===== config.mk =====
export PLATFORM = sky130hd
export DESIGN_NAME = seq_game_ctrl
export DESIGN_NICKNAME = d
export VERILOG_FILES = /design/src/rtl/seq_game_pkg.sv /design/src/rtl/seq_mem.sv /design/src/rtl/seq_game_ctrl.sv
export SDC_FILE = /design/constraint.sdc
export NUM_CORES = 1
export LEC_CHECK = 0
export CAP_MARGIN = 25
export CORE_UTILIZATION = 45
export CTS_CLUSTER_DIAMETER = 200
export DETAILED_ROUTE_END_ITERATION = 12
export MAX_ROUTING_LAYER = met4
export SYNTH_ARGS = -nofsm -noshare
export SYNTH_HDL_FRONTEND = slang
export SYNTH_HIERARCHICAL = 1
export SYNTH_SLANG_ARGS = --single-unit

===== constraint.sdc =====
create_clock -name CLK -period 6.4 [get_ports CLK]
set_clock_uncertainty 0.2 [all_clocks]
set_input_delay 0.96 -clock CLK [delete_from_list [all_inputs] [get_ports CLK]]
set_output_delay 0.96 -clock CLK [all_outputs]
set_load 0.01 [all_outputs]

===== src/rtl/seq_game_pkg.sv =====
// Shared constants for the sequence-memory game controller.
// Holds the FSM state encodings and the display speed ceiling.
package seq_game_pkg;

    typedef enum logic [3:0] {
        ST_IDLE      = 4'd0,
        ST_START     = 4'd1,
        ST_ADD       = 4'd2,
        ST_SHOW      = 4'd3,
        ST_SHOW_WAIT = 4'd4,
        ST_INPUT     = 4'd5,
        ST_HOLD      = 4'd6,
        ST_WIN       = 4'd7,
        ST_LOSE      = 4'd8
    } game_state_t;

    localparam logic [2:0] SPEED_MAX = 3'd7;

endpackage


===== src/rtl/seq_mem.sv =====
// Colour sequence storage: one synchronous write port, one asynchronous read port.
// Contents are deliberately not reset; only entries below the live length are ever read.
module seq_mem #(
    parameter int  COLOR_W = 2,
    parameter int  DEPTH   = 32,
    localparam int AW      = $clog2(DEPTH)
) (
    input  logic               CLK,
    input  logic               we,
    input  logic [AW-1:0]      waddr,
    input  logic [COLOR_W-1:0] wdata,
    input  logic [AW-1:0]      raddr,
    output logic [COLOR_W-1:0] rdata
);

    logic [COLOR_W-1:0] mem [DEPTH];

    always_ff @(posedge CLK) begin
        if (we) mem[waddr] <= wdata;
    end

    assign rdata = mem[raddr];

endmodule


===== src/rtl/seq_game_ctrl.sv =====
// Sequence-memory game controller: grows a random colour sequence, replays it,
// then checks the player's button presses with an optional per-press timeout.
module seq_game_ctrl
    import seq_game_pkg::*;
#(
    parameter int  COLOR_W     = 2,
    parameter int  DEPTH       = 32,
    parameter int  TIMEOUT     = 8,
    parameter int  SPEED_SHIFT = 2,
    localparam int CNT_W       = $clog2(DEPTH)
) (
    input  logic               CLK,
    input  logic               RST_N,
    input  logic               START_GAME,
    input  logic [COLOR_W-1:0] RAND,
    input  logic [COLOR_W-1:0] IN,
    input  logic               IN_VALID,
    input  logic               TICK,
    input  logic               TIMER_PULSE,
    output logic               TIMER_GO,
    output logic [2:0]         SPEED,
    output logic [COLOR_W-1:0] OUT,
    output logic               OUT_ENA,
    output logic [CNT_W:0]     SCORE,
    output logic [CNT_W:0]     HIGH_SCORE,
    output logic               WIN,
    output logic               LOSE,
    output logic               HS
);

    localparam int              TO_W    = (TIMEOUT > 1) ? $clog2(TIMEOUT) : 1;
    localparam logic [TO_W-1:0] TO_LAST = TO_W'(TIMEOUT - 1);
    localparam logic [CNT_W:0]  DEPTH_V = (CNT_W+1)'(DEPTH);

    game_state_t        state, state_nxt;
    logic [CNT_W-1:0]   idx;
    logic [CNT_W:0]     len;
    logic [CNT_W:0]     len_inc;
    logic [TO_W-1:0]    tcnt;
    logic               good;
    logic               mem_we;
    logic [COLOR_W-1:0] mem_rd;
    logic               last;
    logic               full;
    logic               timeout_hit;
    logic [31:0]        spd_raw;
    logic [2:0]         speed_nxt;
    logic [CNT_W:0]     new_score;

    seq_mem #(.COLOR_W(COLOR_W), .DEPTH(DEPTH)) u_mem (
        .CLK   (CLK),
        .we    (mem_we),
        .waddr (len[CNT_W-1:0]),
        .wdata (RAND),
        .raddr (idx),
        .rdata (mem_rd)
    );

    assign len_inc   = len + 1'b1;
    assign last      = ({1'b0, idx} == len - 1'b1);
    assign full      = (len == DEPTH_V);
    assign spd_raw   = 32'(len_inc) >> SPEED_SHIFT;
    assign speed_nxt = (spd_raw > 32'd7) ? SPEED_MAX : spd_raw[2:0];
    assign new_score = (state == ST_WIN) ? DEPTH_V : len - 1'b1;
    // A press in the same cycle as the final TICK wins over the timeout.
    assign timeout_hit = (TIMEOUT != 0) && TICK && !IN_VALID && (tcnt == TO_LAST);

    always_ff @(posedge CLK or negedge RST_N) begin
        if (!RST_N) state <= ST_IDLE;
        else        state <= state_nxt;
    end

    always_comb begin
        state_nxt = state;
        mem_we    = 1'b0;
        case (state)
            ST_IDLE:      if (START_GAME) state_nxt = ST_START;
            ST_START:     if (!START_GAME) state_nxt = ST_ADD;
            ST_ADD: begin
                if (full) begin
                    state_nxt = ST_WIN;
                end else begin
                    state_nxt = ST_SHOW;
                    mem_we    = 1'b1;
                end
            end
            ST_SHOW:      state_nxt = ST_SHOW_WAIT;
            ST_SHOW_WAIT: if (TIMER_PULSE) state_nxt = last ? ST_INPUT : ST_SHOW;
            ST_INPUT: begin
                if (IN_VALID)         state_nxt = ST_HOLD;
                else if (timeout_hit) state_nxt = ST_LOSE;
            end
            ST_HOLD: begin
                if (!IN_VALID) state_nxt = !good ? ST_LOSE : (last ? ST_ADD : ST_INPUT);
            end
            ST_WIN, ST_LOSE: state_nxt = ST_IDLE;
            default:         state_nxt = ST_IDLE;
        endcase
    end

    always_ff @(posedge CLK or negedge RST_N) begin
        if (!RST_N) begin
            idx        <= '0;
            len        <= '0;
            tcnt       <= '0;
            good       <= 1'b0;
            SPEED      <= '0;
            OUT        <= '1;
            OUT_ENA    <= 1'b0;
            TIMER_GO   <= 1'b0;
            SCORE      <= '0;
            HIGH_SCORE <= '0;
            WIN        <= 1'b0;
            LOSE       <= 1'b0;
            HS         <= 1'b0;
        end else begin
            TIMER_GO <= 1'b0;
            WIN      <= 1'b0;
            LOSE     <= 1'b0;
            HS       <= 1'b0;
            case (state)
                ST_IDLE: begin
                    idx <= '0;
                    len <= '0;
                end
                ST_ADD: begin
                    if (!full) begin
                        len   <= len_inc;
                        idx   <= '0;
                        SPEED <= speed_nxt;
                    end
                end
                ST_SHOW: begin
                    OUT      <= mem_rd;
                    OUT_ENA  <= 1'b1;
                    TIMER_GO <= 1'b1;
                end
                ST_SHOW_WAIT: begin
                    if (TIMER_PULSE) begin
                        OUT_ENA <= 1'b0;
                        if (last) begin
                            idx  <= '0;
                            tcnt <= '0;
                        end else begin
                            idx <= idx + 1'b1;
                        end
                    end
                end
                ST_INPUT: begin
                    if (IN_VALID) begin
                        good    <= (IN == mem_rd);
                        OUT     <= IN;
                        OUT_ENA <= 1'b1;
                    end else if (TICK && TIMEOUT != 0) begin
                        tcnt <= tcnt + 1'b1;
                    end
                end
                ST_HOLD: begin
                    if (!IN_VALID) begin
                        OUT_ENA <= 1'b0;
                        if (good && !last) begin
                            idx  <= idx + 1'b1;
                            tcnt <= '0;
                        end
                    end
                end
                ST_WIN, ST_LOSE: begin
                    SCORE <= new_score;
                    WIN   <= (state == ST_WIN);
                    LOSE  <= (state == ST_LOSE);
                    if (new_score > HIGH_SCORE) begin
                        HIGH_SCORE <= new_score;
                        HS         <= 1'b1;
                    end
                end
                default: ;
            endcase
        end
    end

endmodule

==> impl_metrics.toml, run 1 <==
[floorplanning]
die_h_um = 110
core_area_mm2 = 0.0111
start_util_pct = 47.0
num_rows = 38
die_area_mm2 = 0.0120
io-pin-count = 32
die_w_um = 110

[sta]
whs_ns = 0.202
layout_min_cycle_time_ns = 3.45
rsz0062_at_grt = "false"
slew_violations = 0
slew_headroom_pct = 47.5
worst_slack_ns = 2.95
finalHoldViolations = 0
fmax_mhz = 289
worst_slew_pin_slew_ns = 0.785
finalSetupViolations = 0
period_share_pct = 54.0
setup_tns_ns = 0

[setup_path]
r2r_slack_ns = 2.95
reg2reg_to = "HIGH_SCORE[5]"
critPathLaunchType = "flip-flop"
r2r-start = "state[1]"
reg2regPathDepth = 9
critPathCaptureType = "flip-flop"
worstPathArrival_ns = 3.49
crit_required_ns = 6.44
crit_fanout = 19
crit_type = "flip-flop to flip-flop"

[yosys]
ys_warn_count = 6
synth_area_mm2 = 0.00521
ys_seq_area_share_pct = 56.6
syn_avg_cell_area_um2 = 11.7
synth_top_flop_cell = "edfxtp_1"
post-synth-top-area-cell = "edfxtp_1"
syn_inst = 444
synth_seq_cells = 105
synth_cell_types = 70
synth.area.top_cells = "edfxtp_1 37%, dfrtp_1 19%, mux2i_1 7.1%, nor2_1 3.9%, ha_1 2.9%"
synth_nets = 466
async_flop_share_pct = 39.0
synth_top_area_share_pct = 36.9
synth-edff-count = 64

[pwr]
p_leak_uw = 0.00215
clockPowerShare_pct = 23.7
power_density_mw_per_mm2 = 388
p_sw_uw = 828
seq_power_share_pct = 40.5
pwr-share-comb_pct = 35.8
internal_power_uw = 1480
p_sw_share_pct = 35.9
vdd_drop_max_mv = 0.232

[clock_network]
clk_latency_ns = 0.34
cts_tree = "done"
numCtsBuffers = 9
clock_sinks = 105
clk_path_buf_depth = 2
cts_max_level = 3
clkSlewWorstSetupHoldPaths_ns = 0.08
post_cts.repair.setup_buffers = 0
clock-root-buffer = "clkbuf_16"
cts_resized = 0
hold_buffers = 0

[grt]
grt_pass1_vias = 3469
antenna_found_initial = 0
grt_pass1_wl_um = 18000
grt_max_degree = 42
grt_usage_pct = 20.7
grt.overflow.total = 0

[placement]
dp.cells = 598
portBuffers = 31
pre_cts_ws_ns = 2.99
gp_congestion = 0.890
dp.final_hpwl_um = 7400

[drt]
drt_first_pass_iters = 5
route.detailed.drc = 0
wl_per_cell_um = 17.8
drtIter0Drc = 200
postRouteAntennaNets = 0
vias = 3487
vias_per_cell = 5.66
wl_um = 10900

[cells_and_area]
final_cell_mix = "64 x edfxtp_1, 54 x nor2_1, 38 x dfrtp_1, 37 x mux2i_1, 36 x nand2_1"
final_common_cell = "edfxtp_1"
drive_gt1_share_pct = 9.24
antenna_cells = 0
utilization_pct = 53.8
final_cells = 616
synthToLayoutAreaGrowth_pct = 14.4
final_net_count = 493

[outcome]
status = "complete, no violations"

[flow_run]
max-cap-violations = 0

[min_path]
hp-class = "input pin to async pin"
-- synth_stat cells (7+ instances only) --
library cell and instances:
dfrtp_1 39, nand3_1 14, xnor2_1 11, nor2_1 54, nand2_1 36, edfxtp_1 64, mux2i_1 37, clkbuf_1 7
inv_1 16, a21oi_1 13, nand3b_1 7, ha_1 12, a22oi_1 14, o21ai_0 17
-- power by group through the flow --
stage | Combinational (uW) | Sequential, uW | Clock, uW
after global placement | 797 | 958 | 0
after floorplan | 585 | 915 | 0
final | 828 | 935 | 548
after CTS | 810 | 950 | 558
after global routing | 928 | 952 | 580
after detailed placement | 807 | 963 | 0
-- worst max-delay path by stage --
stage / startpoint / to / slack [ns] / cells after the start
6_report: state[1] / HIGH_SCORE[5] / 2.95 / 9
5_1_grt: state[1] / HIGH_SCORE[2] / 2.66 / 9
4_1_cts: len[0] / HIGH_SCORE[4] / 2.97 / 11
3_5_place_dp: state[1] / HIGH_SCORE[5] / 2.99 / 9
3_3_place_gp: len[2] / HIGH_SCORE[3] / 3.05 / 9
2_1_floorplan: len[0] / HIGH_SCORE[1] / 3.46 / 12
-- worst max-delay path, stage by stage, from the launching register on --
cell and delay [ns]:
dfrtp_1 0.75, inv_2 0.21, nor2_1 0.58, nor2_1 0.19
ha_1 0.35, nand4_1 0.12, nor2_1 0.13, nor2_1 0.06
a21oi_2 0.37, mux2_2 0.39
-- state kept, by name (all words and copies together), names as in the netlist, 3 cells and up --
name        cells
SCORE           6
state           4
idx             5
HIGH_SCORE      6
tcnt            3
SPEED           3
len             6
u_mem/mem      64
-- routing by layer --
layer	part of all wire, %	global-route usage (%)	up-vias	routed length [um]
met2	44	29.8	107	4820
met4	1.2	7.05	0	132
met5	0	-	-	0
met1	49	29.9	1675	5360
met3	5.6	3.14	13	617
li1	-	-	1692	-
-- per-stage QoR --
step,instance area [um^2],total power (uW)
final,5960,2310
after global placement,5570,1760
after global routing,5960,2460
after detailed placement,5630,1770
after CTS,5920,2320
after floorplan,5210,1500
-- logic make-up after synthesis --
| kind of cell | after synthesis | synth area share [%] |
|---|---|---|
| AO/OA/AOI/OAI | 85 | 11.5 |
| buffers and inverters | 37 | 3.63 |
| AND/OR/NAND/NOR | 145 | 13.8 |
| XOR/XNOR | 17 | 3.15 |
| adder cells (fa/ha/maj) | 12 | 2.88 |
| multiplexers | 43 | 8.40 |
| flip-flops | 105 | 56.6 |
-- cell type report --
class / instances / area [um^2]
clock inverter: 7 / 68.8
multi-input combinational: 302 / 2070
fill: 965 / 5120
timing repair buffer: 35 / 400
tap: 140 / 175
inverter: 18 / 67.6
clock buffer: 9 / 225
sequential: 105 / 2950
No activity file was read; power rests on OpenSTA's default activity.
==> inputs of run 2 (changes only) <==
==> constraint.sdc (replaced) <==
create_clock -name CLK -period 3.3 [get_ports CLK]
set_clock_uncertainty 0.2 [all_clocks]
set_input_delay 0.495 -clock CLK [delete_from_list [all_inputs] [get_ports CLK]]
set_output_delay 0.495 -clock CLK [all_outputs]
set_load 0.01 [all_outputs]
==> run 2 against run 1 <==
Non-clock buffer count is 15 higher. Utilization rose by 0.84 points. Sequential share of layout area fell by 0.76 points. Power grew 100%. Worst setup slack worse by 2.7 ns. Sequential power up 85%. Fmax increased by 12%. Worst hold slack worse by 0.12 ns. Combinational power is 110% higher. Clock power increased by 110%.
==> impl_metrics.toml, run 2 (synthesized netlist as in run 1, its figures left out) <==
[outcome]
status = "complete, no violations"

[pwr]
p_leak_uw = 0.00222
internal_power_uw = 3080
p_sw_uw = 1590
finalPower_uw = 4660
pwr-share-comb_pct = 38.1
clockPowerShare_pct = 24.9
p_sw_share_pct = 34.1
power_density_mw_per_mm2 = 771
vdd_drop_max_mv = 0.426
seq_power_share_pct = 37.0

[floorplanning]
die_area_mm2 = 0.0120
num_rows = 38
start_util_pct = 47.0
core_area_mm2 = 0.0111
die_h_um = 110
io-pin-count = 32
die_w_um = 110

[cells_and_area]
final_cell_mix = "64 x edfxtp_1, 54 x nor2_1, 38 x dfrtp_1, 37 x mux2i_1, 36 x nand2_1"
drive_gt1_share_pct = 12.2
antenna_cells = 0
fillers = 978
final_common_cell = "edfxtp_1"
final_net_count = 508
largest_register = "u_mem/mem"
largest_reg_flops = 64
utilization_pct = 54.6
synthToLayoutAreaGrowth_pct = 16.2

[drt]
wl_per_cell_um = 18.1
route.detailed.drc = 0
wl_um = 11400
postRouteAntennaNets = 0
drt_first_pass_iters = 4
vias = 3613
drtIter0Drc = 156
vias_per_cell = 5.73

[clock_network]
hold_buffers = 0
clk_path_buf_depth = 2
clkSlewWorstSetupHoldPaths_ns = 0.07
cts_resized = 0
clock-root-buffer = "clkbuf_16"
clk_latency_ns = 0.35
clock_sinks = 105
cts_max_level = 3
cts_tree = "done"
post_cts.repair.setup_buffers = 0
numCtsBuffers = 9

[setup_path]
crit_type = "flip-flop to flip-flop"
worstPathArrival_ns = 3.11
path_buf_inv = 0
reg2regPathDepth = 9
cp_top_family = "simple AND/OR/NAND/NOR gates"
critical_path.slowest_cell = "or4_4"
cp.depth = 9
crit_fanout = 7
slowest_delay_ns = 0.44
critPathCaptureType = "flip-flop"
critPathLaunchType = "flip-flop"
r2r_slack_ns = 0.21
crit_chain = "or3_4 > or4_4 > and2_1 > o21ai_0 > ha_1 > nand4_1 > o22ai_1 > a21oi_2 > mux2_2"
crit_required_ns = 3.33

[sta]
worst_slew_pin_slew_ns = 0.907
rsz0062_at_grt = "false"
period_share_pct = 93.5
finalHoldViolations = 0
setup_tns_ns = 0
finalSetupViolations = 0
slew_violations = 0
worst_slack_ns = 0.215
slew_headroom_pct = 39.6
layout_min_cycle_time_ns = 3.09
whs_ns = 0.0837
fmax_mhz = 324

[placement]
dp.final_hpwl_um = 7700
gp_congestion = 0.864
portBuffers = 31
pre_cts_ws_ns = 0.245

[grt]
grt_pass1_wl_um = 18300
grt_pass1_vias = 3491
grt_max_degree = 42
antenna_found_initial = 0
grt_usage_pct = 21.4
grt.overflow.total = 0

[flow_run]
max-cap-violations = 0

[min_path]
hp-class = "input pin to async pin"
==> run 2: changes by cell type in the layout (fill, tap and decap cells not counted), sizes merged <==
cell	before	now
buf	5	20
bufinv	0	2
clkinvlp	0	1
inv	22	19
==> run 2: final timing paths <==
| check | startpoint | endpoint |
|---|---|---|
| min in group CLK | OUT[0] | OUT[0] |
| worst min-delay path | RST_N | SCORE[3] |
| max in group asynchronous | RST_N | idx[0] |
| worst max register to register | len[2] | HIGH_SCORE[2] |
| worst max-delay path | len[2] | HIGH_SCORE[2] |
| worst min register to register | OUT[0] | OUT[0] |
==> run 2: worst register-to-register path, stage by stage (launching register included) <==
cell     delay [ns]
dfrtp_1        0.38
or3_4          0.42
or4_4          0.44
and2_1         0.19
o21ai_0        0.11
ha_1           0.29
nand4_1        0.11
o22ai_1        0.09
a21oi_2        0.35
mux2_2         0.39
==> run 2: power by group through the flow <==
stage	Combinational (uW)	Sequential [uW]	Clock, uW
6_report	1780	1730	1160
5_1_grt	1980	1750	1230
4_1_cts	1780	1730	1180
3_5_place_dp	1770	1750	0
3_3_place_gp	1740	1750	0
2_1_floorplan	1140	1780	0
==> run 2: cell type report <==
class                   count  area (um^2)  area share, %
clock buffers               9          225           3.72
flip-flops and latches    105         2950           48.8
repair buffers             50          460           7.61
multi-input cells         302         2070           34.2
well taps                 140          175           2.89
inverters                  18         67.6           1.12
clock inverters             7          101           1.67
==> run 2: metrics by stage <==
stage          instances  instance area [um^2]
3_5_place_dp         615                  5730
2_1_floorplan        444                  5210
6_report             631                  6050
3_3_place_gp         615                  5730
4_1_cts              631                  6050
5_1_grt              631                  6050
==> run 2: layer usage <==
metal	track usage, %	up-vias	part of all wire, %
li1	-	1727	-
met1	30.5	1790	48
met2	31.4	92	46
met3	4.09	4	5.2
met4	5.62	0	0.60
met5	-	-	0
==> inputs of run 3 (changes only) <==
--- a/config.mk
+++ b/config.mk
@@ -5,6 +5,7 @@
 export SDC_FILE = /design/constraint.sdc
 export NUM_CORES = 1
 export LEC_CHECK = 0
+export ABC_AREA = 1
 export CAP_MARGIN = 25
 export CORE_UTILIZATION = 45
 export CTS_CLUSTER_DIAMETER = 200
==> run 3 against run 2 <==
Register-to-register slack improved by 0.26 ns. First-iteration DRC count up 49%. Clock power about the same. Worst hold slack worse by 0.0099 ns. Worst setup slack improved by 0.26 ns. Final area rose by 1.3%. Fmax is 9.3% higher. Critical path type unchanged.
==> impl_metrics.toml, run 3 <==
[placement]
gp_congestion = 0.857
dp.cells = 765
dp.final_hpwl_um = 8350
portBuffers = 31
dpl_cell_area_mm2 = 0.00582

[sta]
slew_headroom_pct = 39.4
finalSetupViolations = 0
fmax_mhz = 354
layout_min_cycle_time_ns = 2.82
finalHoldViolations = 0
period_share_pct = 85.5
rsz0062_at_grt = "false"
slew_violations = 0
worst_slew_pin_slew_ns = 0.909
setup_tns_ns = 0

[drt]
drtIter0Drc = 233
vias_per_cell = 5.21
wl_um = 12100
wl_per_cell_um = 15.5
vias = 4072
drt_first_pass_iters = 4
postRouteAntennaNets = 0
route.detailed.drc = 0

[cells_and_area]
design_area_mm2 = 0.00613
largest_reg_flops = 64
drive_gt1_share_pct = 10.0
largest_register = "u_mem/mem"
final_net_count = 655
final_cell_mix = "170 x nand2_1, 95 x nand3_1, 64 x edfxtp_1, 63 x nor2_1, 49 x inv_1"
synthToLayoutAreaGrowth_pct = 12.7
final_cells = 781
final_common_cell = "nand2_1"
antenna_cells = 0

[yosys]
synth_common_cells = "170 x nand2_1, 95 x nand3_1, 64 x edfxtp_1"
synth-simple-area-share_pct = 29.9
synth-edff-count = 64
synth_top_area_share_pct = 35.3
ys_seq_area_share_pct = 54.2
synth_seq_cells = 105
synth_fa_ha_area_share_pct = 2.76
synth.area.top_cells = "edfxtp_1 35%, dfrtp_1 18%, nand2_1 12%, nand3_1 8.7%, nor2_1 4.3%"
async_flop_share_pct = 39.0
post-synth-top-area-cell = "edfxtp_1"
synth_nets = 621
synthMuxAreaShare_pct = 0.828
synth_top_family_by_area = "simple AND/OR/NAND/NOR gates"
ys_warn_count = 6
syn_inst = 599
synth_xor_area_share_pct = 1.29
synth_cell_types = 32
syn_avg_cell_area_um2 = 9.08
synth_compound_gate_area_share_pct = 4.26
yosysMostFrequentCell = "nand2_1"
synth_top_flop_cell = "edfxtp_1"
synth_area_mm2 = 0.00544

[grt]
grt.overflow.total = 0
antenna_found_initial = 0
grt_pass1_vias = 4088
grt_max_degree = 42
grt_pass1_wl_um = 20200
grt_usage_pct = 21.7

[clock_network]
clk_latency_ns = 0.35
clk_path_buf_depth = 2
numCtsBuffers = 9
cts_tree = "done"
clkSlewWorstSetupHoldPaths_ns = 0.07
cts_max_level = 3
post_cts.repair.setup_buffers = 0
clock-root-buffer = "clkbuf_16"
hold_buffers = 0
clock_sinks = 105
cts_resized = 0

[pwr]
internal_power_uw = 2810
vdd_drop_max_mv = 0.391
p_sw_uw = 1570
power_density_mw_per_mm2 = 715
p_sw_share_pct = 35.9
seq_power_share_pct = 38.6
pwr-share-comb_pct = 35.2
p_leak_uw = 0.00259
clockPowerShare_pct = 26.1

[setup_path]
critPathLaunchType = "flip-flop"
crit_fanout = 13
r2r_slack_ns = 0.48
critPathCaptureType = "flip-flop"
worstPathArrival_ns = 2.84
crit_type = "flip-flop to flip-flop"
crit_required_ns = 3.32

[floorplanning]
start_util_pct = 46.8
die_w_um = 112
io-pin-count = 32
core_area_mm2 = 0.0116
num_rows = 39
die_area_mm2 = 0.0125
die_h_um = 112

[min_path]
hp-class = "input pin to async pin"

[outcome]
status = "complete, no violations"

[flow_run]
max-cap-violations = 0
[run 3: power by group through the flow]
stage / registers (uW) / clock network (uW) / logic [uW]
floorplan: 1720 / 0 / 1080
global placement: 1710 / 0 / 1530
detailed placement: 1720 / 0 / 1550
CTS: 1690 / 1180 / 1550
global route: 1720 / 1220 / 1750
finish: 1690 / 1140 / 1540
[run 3: critical path, cell delays in order, from the launching register on]
cell	delay [ns]
dfrtp_1	0.52
inv_2	0.17
ha_1	0.29
inv_1	0.07
nand2_1	0.07
a21oi_1	0.32
ha_1	0.30
nand2_1	0.06
nor2_1	0.05
nand3_1	0.10
nand2_4	0.06
a31oi_4	0.31
o21ai_0	0.15
[run 3: layout make-up]
type                            instances  area [um^2]
Tap cell                              143          179
Inverter                               55          214
Timing Repair Buffer                   37          350
Fill cell                            1126         5480
Clock buffer                           12          236
Clock inverter                          4         76.3
Multi-Input combinational cell        425         2120
Sequential cell                       105         2950
[run 3: layer usage]
metal / part of all wire, % / vias to the layer above / global-route usage (%)
li1: - / 2054 / -
met1: 45 / 1943 / 25.9
met2: 51 / 70 / 36.5
met3: 3.7 / 5 / 5.06
met4: 0.50 / 0 / 6.84
met5: 0 / - / -
[run 3: path summary, 6_finish.rpt]
kind,startpoint,endpoint,cells after the start
min,RST_N,HIGH_SCORE[5],1
min in group CLK,OUT_ENA,OUT_ENA,1
max reg2reg,len[0],HIGH_SCORE[2],12
max in group asynchronous,RST_N,idx[4],1
max,len[0],HIGH_SCORE[2],12
min reg2reg,OUT_ENA,OUT_ENA,1
[run 3: stage by stage]
step	total power (uW)	util [%]	setup slack, ns	hold WS (ns)
after floorplan	2810	-	0.883	-0.000591
after global placement	3240	50.1	0.644	0.281
after detailed placement	3260	50.1	0.555	0.283
after CTS	4420	52.8	0.514	0.108
after global routing	4690	52.8	0.244	0.154
final	4380	52.8	0.479	0.0738
[run 3: cells by family after synthesis]
| logic type | count (synthesis) |
|---|---|
| AOI/OAI and AO/OA | 38 |
| xor gates and xnor gates | 8 |
| adders and majority gates | 12 |
| buffers and inverters | 69 |
| DFF | 105 |
| muxes | 4 |
| and+or+nand+nor | 363 |
